### config.mk
export PLATFORM = sky130hd
export DESIGN_NAME = xor_nn_stream_loader
export DESIGN_NICKNAME = d
export VERILOG_FILES = /design/src/rtl/xor_nn_pkg.sv /design/src/rtl/xor_nn_weight_addr_gen.sv /design/src/rtl/xor_nn_stream_loader.sv
export SDC_FILE = /design/constraint.sdc
export NUM_CORES = 1
export LEC_CHECK = 0
export ABC_AREA = 0
export CAP_MARGIN = 20
export CORE_MARGIN = 4
export CORE_UTILIZATION = 45
export CTS_CLUSTER_SIZE = 16
export DETAILED_ROUTE_END_ITERATION = 7
export PLACE_DENSITY = 0.85
export SYNTH_ARGS = -nofsm -noshare
export SYNTH_HDL_FRONTEND = slang
export SYNTH_SLANG_ARGS = --single-unit
### constraint.sdc
create_clock -name clk -period 2.95 [get_ports clk]
set_input_delay 0.7375 -clock clk [delete_from_list [all_inputs] [get_ports clk]]
set_output_delay 0.7375 -clock clk [all_outputs]
set_load 0.005 [all_outputs]
### src/rtl/xor_nn_pkg.sv
// Shared constants and state encoding for the xor_nn core and its front-end stages.
package xor_nn_pkg;

  localparam logic [7:0] CMD_LOAD = 8'hA5;
  localparam logic [7:0] CMD_RUN  = 8'h3C;
  localparam int         W1_COUNT = 6;
  localparam int         W2_COUNT = 3;

  typedef enum logic [1:0] {
    IDLE    = 2'd0,
    LOAD    = 2'd1,
    RUN_ARG = 2'd2,
    SETTLE  = 2'd3
  } loader_state_t;

endpackage

### src/rtl/xor_nn_weight_addr_gen.sv
// Walks the w1 then w2 weight arrays in row-major order using nested row/column
// counters; done marks the final w2 element.
module xor_nn_weight_addr_gen import xor_nn_pkg::*; #(
  parameter int INPUT_VECTOR_SIZE   = 2,
  parameter int HIDDEN_LAYER_SIZE   = 2,
  parameter int OUTPUT_VECTOR_SIZE  = 1,
  parameter int BIAS_SIZE           = 1,
  parameter int CLOG2_MAX_WEIGHTS_N = 2,
  parameter int CLOG2_MAX_WEIGHTS_M = 2
) (
  input  logic                           clk,
  input  logic                           reset,
  input  logic                           clear,
  input  logic                           step,
  output logic                           layer,
  output logic [CLOG2_MAX_WEIGHTS_N-1:0] n_address,
  output logic [CLOG2_MAX_WEIGHTS_M-1:0] m_address,
  output logic                           done
);

  localparam int NW = CLOG2_MAX_WEIGHTS_N;
  localparam int MW = CLOG2_MAX_WEIGHTS_M;
  localparam logic [NW-1:0] W1_ROW_LAST = NW'(INPUT_VECTOR_SIZE + BIAS_SIZE - 1);
  localparam logic [MW-1:0] W1_COL_LAST = MW'(HIDDEN_LAYER_SIZE - 1);
  localparam logic [NW-1:0] W2_ROW_LAST = NW'(HIDDEN_LAYER_SIZE + BIAS_SIZE - 1);
  localparam logic [MW-1:0] W2_COL_LAST = MW'(OUTPUT_VECTOR_SIZE - 1);

  logic [NW-1:0] row_last;
  logic [MW-1:0] col_last;

  assign row_last = layer ? W2_ROW_LAST : W1_ROW_LAST;
  assign col_last = layer ? W2_COL_LAST : W1_COL_LAST;
  assign done     = layer && (n_address == W2_ROW_LAST) && (m_address == W2_COL_LAST);

  always_ff @(posedge clk) begin
    if (reset || clear) begin
      layer     <= 1'b0;
      n_address <= '0;
      m_address <= '0;
    end else if (step) begin
      if (m_address == col_last) begin
        m_address <= '0;
        if (n_address == row_last) begin
          n_address <= '0;
          layer     <= ~layer;
        end else begin
          n_address <= n_address + 1'b1;
        end
      end else begin
        m_address <= m_address + 1'b1;
      end
    end
  end

endmodule

### src/rtl/xor_nn_stream_loader.sv
// Byte-stream front end for xor_nn: LOAD frames become weight write strobes, RUN
// frames become an in_en pulse plus settle stall. XOR_NN_LOADER_CHECKSUM_EN adds a LOAD checksum byte.
//
// state   | meaning
// IDLE    | waiting for a command byte
// LOAD    | receiving weight bytes (and checksum byte when enabled)
// RUN_ARG | waiting for the input-vector byte of a RUN frame
// SETTLE  | stalling the stream while the core output settles
module xor_nn_stream_loader import xor_nn_pkg::*; #(
  parameter int                 BITS_PER_WORD       = 8,
  parameter int                 INPUT_VECTOR_SIZE   = 2,
  parameter int                 HIDDEN_LAYER_SIZE   = 2,
  parameter int                 OUTPUT_VECTOR_SIZE  = 1,
  parameter int                 BIAS_SIZE           = 1,
  parameter int                 CLOG2_MAX_WEIGHTS_N = 2,
  parameter int                 CLOG2_MAX_WEIGHTS_M = 2,
  parameter int                 SETTLE_CYCLES       = 2,
  parameter logic [BITS_PER_WORD-1:0] CMD_LOAD      = xor_nn_pkg::CMD_LOAD,
  parameter logic [BITS_PER_WORD-1:0] CMD_RUN       = xor_nn_pkg::CMD_RUN
) (
  input  logic                           clk,
  input  logic                           reset,
  input  logic                           s_valid,
  output logic                           s_ready,
  input  logic [BITS_PER_WORD-1:0]       s_data,
  output logic                           weights_en,
  output logic                           weights_layer_address,
  output logic [CLOG2_MAX_WEIGHTS_N-1:0] weights_n_address,
  output logic [CLOG2_MAX_WEIGHTS_M-1:0] weights_m_address,
  output logic [BITS_PER_WORD-1:0]       weights_data,
  output logic                           in_en,
  output logic [INPUT_VECTOR_SIZE-1:0]   in_data,
  output logic                           weights_loaded,
  output logic                           err
);

  loader_state_t state, state_n;
  logic [3:0] settle_cnt, settle_n;
  logic       loaded_n, err_n, wen_n, ien_n, accept;
  logic       gen_clear, gen_step, gen_layer, gen_last;
  logic [CLOG2_MAX_WEIGHTS_N-1:0] gen_n;
  logic [CLOG2_MAX_WEIGHTS_M-1:0] gen_m;
`ifdef XOR_NN_LOADER_CHECKSUM_EN
  logic [BITS_PER_WORD-1:0] csum, csum_n;
  logic                     chk_phase, chk_n;
`endif

  assign s_ready = (state != SETTLE);
  assign accept  = s_valid && s_ready;

  xor_nn_weight_addr_gen #(
    .INPUT_VECTOR_SIZE  (INPUT_VECTOR_SIZE),
    .HIDDEN_LAYER_SIZE  (HIDDEN_LAYER_SIZE),
    .OUTPUT_VECTOR_SIZE (OUTPUT_VECTOR_SIZE),
    .BIAS_SIZE          (BIAS_SIZE),
    .CLOG2_MAX_WEIGHTS_N(CLOG2_MAX_WEIGHTS_N),
    .CLOG2_MAX_WEIGHTS_M(CLOG2_MAX_WEIGHTS_M)
  ) u_addr_gen (
    .clk      (clk),
    .reset    (reset),
    .clear    (gen_clear),
    .step     (gen_step),
    .layer    (gen_layer),
    .n_address(gen_n),
    .m_address(gen_m),
    .done     (gen_last)
  );

  always_comb begin
    state_n   = state;
    settle_n  = settle_cnt;
    loaded_n  = weights_loaded;
    err_n     = err;
    wen_n     = 1'b0;
    ien_n     = 1'b0;
    gen_clear = 1'b0;
    gen_step  = 1'b0;
`ifdef XOR_NN_LOADER_CHECKSUM_EN
    csum_n    = csum;
    chk_n     = chk_phase;
`endif
    case (state)
      IDLE: if (accept) begin
        if (s_data == CMD_LOAD) begin
          state_n   = LOAD;
          loaded_n  = 1'b0;
          gen_clear = 1'b1;
`ifdef XOR_NN_LOADER_CHECKSUM_EN
          csum_n    = '0;
          chk_n     = 1'b0;
`endif
        end else if (s_data == CMD_RUN) begin
          state_n = RUN_ARG;
        end else begin
          err_n = 1'b1;
        end
      end
      LOAD: if (accept) begin
`ifdef XOR_NN_LOADER_CHECKSUM_EN
        if (chk_phase) begin
          state_n = IDLE;
          if (s_data == csum) loaded_n = 1'b1;
          else                err_n    = 1'b1;
        end else begin
          wen_n    = 1'b1;
          gen_step = 1'b1;
          csum_n   = csum + s_data;
          chk_n    = gen_last;
        end
`else
        wen_n    = 1'b1;
        gen_step = 1'b1;
        if (gen_last) begin
          loaded_n = 1'b1;
          state_n  = IDLE;
        end
`endif
      end
      RUN_ARG: if (accept) begin
        if (weights_loaded) begin
          ien_n    = 1'b1;
          settle_n = 4'(SETTLE_CYCLES);
          state_n  = SETTLE;
        end else begin
          err_n   = 1'b1;
          state_n = IDLE;
        end
      end
      SETTLE: begin
        // The in_en cycle itself is the first stalled cycle.
        settle_n = settle_cnt - 4'd1;
        if (settle_n == 4'd0) state_n = IDLE;
      end
      default: state_n = IDLE;
    endcase
  end

  always_ff @(posedge clk) begin
    if (reset) begin
      state                 <= IDLE;
      settle_cnt            <= '0;
      weights_en            <= 1'b0;
      weights_layer_address <= 1'b0;
      weights_n_address     <= '0;
      weights_m_address     <= '0;
      weights_data          <= '0;
      in_en                 <= 1'b0;
      in_data               <= '0;
      weights_loaded        <= 1'b0;
      err                   <= 1'b0;
`ifdef XOR_NN_LOADER_CHECKSUM_EN
      csum                  <= '0;
      chk_phase             <= 1'b0;
`endif
    end else begin
      state          <= state_n;
      settle_cnt     <= settle_n;
      weights_en     <= wen_n;
      in_en          <= ien_n;
      weights_loaded <= loaded_n;
      err            <= err_n;
`ifdef XOR_NN_LOADER_CHECKSUM_EN
      csum           <= csum_n;
      chk_phase      <= chk_n;
`endif
      if (wen_n) begin
        weights_layer_address <= gen_layer;
        weights_n_address     <= gen_n;
        weights_m_address     <= gen_m;
        weights_data          <= s_data;
      end
      if (ien_n) in_data <= s_data[INPUT_VECTOR_SIZE-1:0];
    end
  end

endmodule
Word level (Yosys, flattened, before mapping)
Cells that the tools add are included.
{"block": "totals", "ff_bits": 30, "elab_cells": 87, "output_inout_bits": 20}
{"block": "op_classes", "n_mux": 34, "reduce_logical": 16, "n_eq_ne": 19, "add_sub_neg": 3, "bitwise": 1}
{"cell": "2-bit inequality test (second input constant)", "count": 11}
{"cell": "2-bit two-way mux", "count": 10}
{"cell": "1-bit two-way mux", "count": 18}
{"cell": "6-bit AND reduction", "count": 2}
{"cell": "8-bit by 6-bit == test with 1-bit output (second input constant)", "count": 1}
{"cell": "8-bit == test (second input constant)", "count": 1}
{"cell": "4-bit two-way mux", "count": 2}
{"cell": "2-bit case mux with 4 select lines", "count": 1}
{"cell": "4-bit case mux with 2 select lines", "count": 1}
{"cell": "2-bit == test (second input constant)", "count": 3}
{"cell": "3-bit AND reduction", "count": 2}
{"cell": "2-bit nonzero test", "count": 3}
{"cell": "5-bit AND reduction", "count": 1}
{"cell": "2-bit by 1-bit adder with 2-bit output (second input constant)", "count": 2}
{"cell": "2-bit logical NOT", "count": 2}
{"cell": "4-bit logical NOT", "count": 1}
{"cell": "1-bit case mux with 2 select lines", "count": 2}
{"cell": "4-bit by 1-bit subtractor with 4-bit output (second input constant)", "count": 1}
{"cell": "1-bit logical AND", "count": 3}
{"cell": "3-bit inequality test (second input constant)", "count": 1}
{"cell": "2-bit by 1-bit == test with 1-bit output (second input constant)", "count": 1}
{"cell": "2-bit == test", "count": 1}
{"cell": "2-bit AND reduction", "count": 1}
{"cell": "1-bit logical OR", "count": 1}
{"cell": "1-bit inverter", "count": 1}

Depth between registers and ports, before layout
{"block": "depth", "ltp_word": 6, "ltp_mapped": 7, "mapped_depth_nobuf": 6}

Cells and area by module
From an unflattened synthesis, not the netlist that was laid out.
{"block": "unflattened", "cells_unflattened": 159, "area_unflattened_um2": 1337.5}
{"mod": "xor_nn_stream_loader", "seq_area_each_um2": 500.5, "cells_each": 133, "n_inst": 1, "area_per_inst_um2": 1084.8}
{"mod": "xor_nn_weight_addr_gen", "seq_area_each_um2": 100.1, "cells_each": 26, "n_inst": 1, "area_per_inst_um2": 252.7}

Worst setup path before layout
OpenSTA, ideal clock, no wires.
{"block": "synth_timing", "kind": "in2reg", "start": "input s_data[4]", "end": "register state[0]", "path_buffers": 0, "arrival_ns": 1.697, "required_ns": 2.878, "setup_time_ns": 0.072, "setup_slack_ns": 1.181, "stages": 4, "path_cell_list": "nand4bb_4 or3_1 a211o_1 mux2i_1"}
{"block": "synth_via", "elab_chain_cells": 4, "elab_cells_between_ends": 7, "classes_between": "eq/ne (3); mux (3); reduce/logical (1)"}
{"item": "start, declared", "line": "xor_nn_stream_loader.sv:25", "rtl": "input logic [BITS_PER_WORD-1:0] s_data,"}
{"item": "8-bit == test", "line": "xor_nn_stream_loader.sv:84", "rtl": "if (s_data == CMD_LOAD) begin"}
{"item": "2-bit two-way mux", "line": "xor_nn_stream_loader.sv:84"}
{"item": "2-bit two-way mux", "line": "xor_nn_stream_loader.sv:83", "rtl": "IDLE: if (accept) begin"}
{"item": "2-bit case mux with 4 select lines", "line": "xor_nn_stream_loader.sv:82", "rtl": "case (state)"}
{"item": "end signal, assigned", "line": "xor_nn_stream_loader.sv:156", "rtl": "state <= state_n;"}
{"item": "end, declared", "line": "xor_nn_stream_loader.sv:37", "rtl": "loader_state_t state, state_n;"}
Parallel ways exist; a longest one is shown, timed or not. The select of a mux whose other input is x is not followed.
A chain may end at the register's enable or synchronous reset.

Final worst setup path
{"block": "layout_timing", "start": "register state[0]", "end": "output s_ready"}
{"block": "layout_via", "elab_chain_cells": 1}
{"item": "2-bit inequality test", "line": "xor_nn_stream_loader.sv:48", "rtl": "assign s_ready = (state != SETTLE);"}
{"item": "end, declared", "line": "xor_nn_stream_loader.sv:24", "rtl": "output logic s_ready,"}
No other way between the ends.

==> metrics <==
outcome complete, no violations; Setup CP Type reg -> out; vias in the first global route 1216; Pwr Total 0.876 mW; syn_nets 171; Initial Util 48.0%; DRC viols 0; Main synth FF type dfxtp_1; most common cell after layout, fill and taps aside nand2_1; synthesis-to-layout area growth 31.1%; Met2 Routed Length 1530 um; dpl hpwl 2260 um; asr flop ratio synth 0%; CTS tree done; number of enable-type register cells in the synthesized netlist 0; R2R Setup Slk 1.33 ns; crit path launch type register; most area-consuming cells after synthesis dfxtp_1 45%, nand2_1 8.9%, a21oi_1 7.4%, nor2_1 3.3%, mux2i_1 3.0%; GRT overflow 0; CTS-repair resized insts 0; fillcell total 232; syn_area_per_cell 8.58 um^2; CTS Root Cell clkbuf_4; Distinct cells, synth 38; clock buffer count from CTS 5; cell family with most CP delay buffers and inverters; Die Height 62.7 um; Syn. warnings 0; sequential share of power 46.4%; nets@finish 201; Placer Congestion 0.775; Max VDD drop 0.427 mV; hold_buf cts 0; most frequent cells in the layout 32 x nand2_1, 30 x dfxtp_1, 30 x clkdlybuf4s50_1; DR vias 1208; Psw 0.163 mW; clock share of power 49.3%; Die ar. 3930 um^2; FF+latch count, synth 30; detailed-route vias per instance 5.52; Rel. slew slack 68.6%; crit path cell chain and2_1 > inv_1 > clkdlybuf4s50_1; M1 WL 1250 um; Worst setup EP type output pin; total track usage 17.0%; Leak 0.600 nW; Worst Path Max Fanout 10; Post-Syn Instances 157; die width 62.7 um; Crit-path slowest cell dfxtp_1; global-route wire length before repair 5370 um; PwrDens 496 nW/um^2; pin count of the biggest net entering global routing 18; Fin. Hold Viols 0; core area 2810 um^2; Cell Rows 19; logic gate share of total power 4.3%; DR pass1 iterations 4; fin crit share 81.2%; Clock Latency Late Sink 0.33 ns; IO Port Bufs 30; initial antenna violation count 0; diode count 0; Worst Path Buf+Inv 2; Final setup viols 0; H-tree Lvls 2; Min-Delay Path Class reg -> reg; DRT iter0 DRCs 64; WL/cell 13.8 um; Final min period 2.39 ns; RSZ-0062 raised after global routing no; CTS clk-pin slew, worst paths 0.10 ns; Critical Path AT 1.66 ns; io pins 31; max_cap viols 0; share of cells above drive strength 1 7.98%; area share of the largest cell type after synthesis 44.6%; highest metal used met4; routed wl met3 166 um; Max Slew Vio Count 0; Netlist Area Pre-Place 1350 um^2; Post-CTS Setup Bufs 0; Worst EP required 2.21 ns; setup tns final 0 ns; Switching Share 18.6%; max incr delay on CP 0.51 ns; WL final 3020 um; sequential share of the synthesized area 44.6%; cell taking the most area after synthesis dfxtp_1; Max clock buf depth 2; number of clock sinks 30; Layout Skew 0.0132 ns; Internal 0.713 mW; Worst-Margin Slew 0.471 ns; Antenna Violating Nets Remaining 0; f_max 418 MHz
-- synth_stat cells, drive strengths merged, types with 3 or more instances --
| cell | instances |
|---|---|
| dfxtp | 30 |
| buf | 5 |
| nor2 | 12 |
| ha | 3 |
| nor4 | 3 |
| clkbuf | 3 |
| a21oi | 20 |
| nand4bb | 3 |
| a211oi | 3 |
| mux2i | 4 |
| xnor2 | 3 |
| o21ai | 4 |
| inv | 7 |
| nand2 | 32 |
-- sequential cells by signal, indices dropped and copies added, names as in the netlist --
signal,flops
err,1
in_data,2
in_en,1
settle_cnt,4
state,2
u_addr_gen.layer,1
u_addr_gen.m_address,2
u_addr_gen.n_address,2
weights_data,8
weights_en,1
weights_layer_address,1
weights_loaded,1
weights_m_address,2
weights_n_address,2
-- area by class of cell --
class / count / area [um^2] / area share (%)
Inverter: 7 / 26.3 / 1.49
Clock buffer: 6 / 51.3 / 2.90
Timing Repair Buffer: 32 / 315 / 17.8
Tap cell: 31 / 38.8 / 2.20
Sequential cell: 30 / 601 / 34.0
Multi-Input combinational cell: 111 / 674 / 38.2
Clock inverter: 2 / 60.1 / 3.40
-- path summary, 6_finish.rpt --
path	depth (start not counted)	endpoint	start
worst min-delay path	2	weights_layer_address$_SDFFE_PP0P_	weights_layer_address$_SDFFE_PP0P_
worst min register to register	2	weights_layer_address$_SDFFE_PP0P_	weights_layer_address$_SDFFE_PP0P_
worst max register to register	6	state[0]$_SDFFE_PP0P_	settle_cnt[0]$_SDFFE_PP0P_
worst max-delay path	3	s_ready	state[0]$_SDFFE_PP0P_
-- power groups by stage --
stage / Clock [mW] / Combinational (mW) / Sequential, mW
CTS: 0.440 / 0.0371 / 0.407
global placement: 0 / 0.0358 / 0.416
finish: 0.432 / 0.0372 / 0.407
detailed placement: 0 / 0.0370 / 0.416
global route: 0.461 / 0.0399 / 0.407
floorplan: 0 / 0.0152 / 0.416
-- worst register-to-register path, cell delays in order, from the launching register on --
cell     delay (ns)
dfxtp_1        0.40
inv_1          0.10
ha_1           0.24
xnor2_1        0.13
a31o_1         0.24
o21ai_0        0.23
mux2i_1        0.23
-- kinds of logic (layout without fill, tap and decap cells) --
group                    Yosys count  after routing  share of synthesized area, %
AO/OA/AOI/OAI                     38             38                          17.7
XOR/XNOR                           3              3                          1.95
adder cells (fa/ha/maj)            3              3                          2.79
buffers and inverters             16             47                          5.38
flip-flops                        30             30                          44.6
multiplexers                       4              4                          2.97
AND/OR/NAND/NOR                   63             63                          24.6
-- per-layer routing --
layer / vias to the layer above / track usage, %
met5: - / 0
met2: 30 / 28.5
met3: 5 / 4.86
met4: 0 / 10.2
met1: 569 / 19.0
li1: 604 / -
-- per-stage QoR --
stage / cells / area (um^2) / utilization [%] / hold slack (ns) / worst slack [ns]
2_1_floorplan: 157 / 1350 / - / 0.450 / 1.18
3_3_place_gp: 211 / 1660 / 59.0 / 0.443 / 0.678
3_5_place_dp: 211 / 1660 / 59.0 / 0.448 / 0.611
4_1_cts: 219 / 1770 / 63.0 / 0.461 / 0.541
5_1_grt: 219 / 1770 / 63.0 / 0.482 / 0.464
6_report: 219 / 1770 / 63.0 / 0.461 / 0.555
Note: power is estimated with default switching activity, not from simulation.
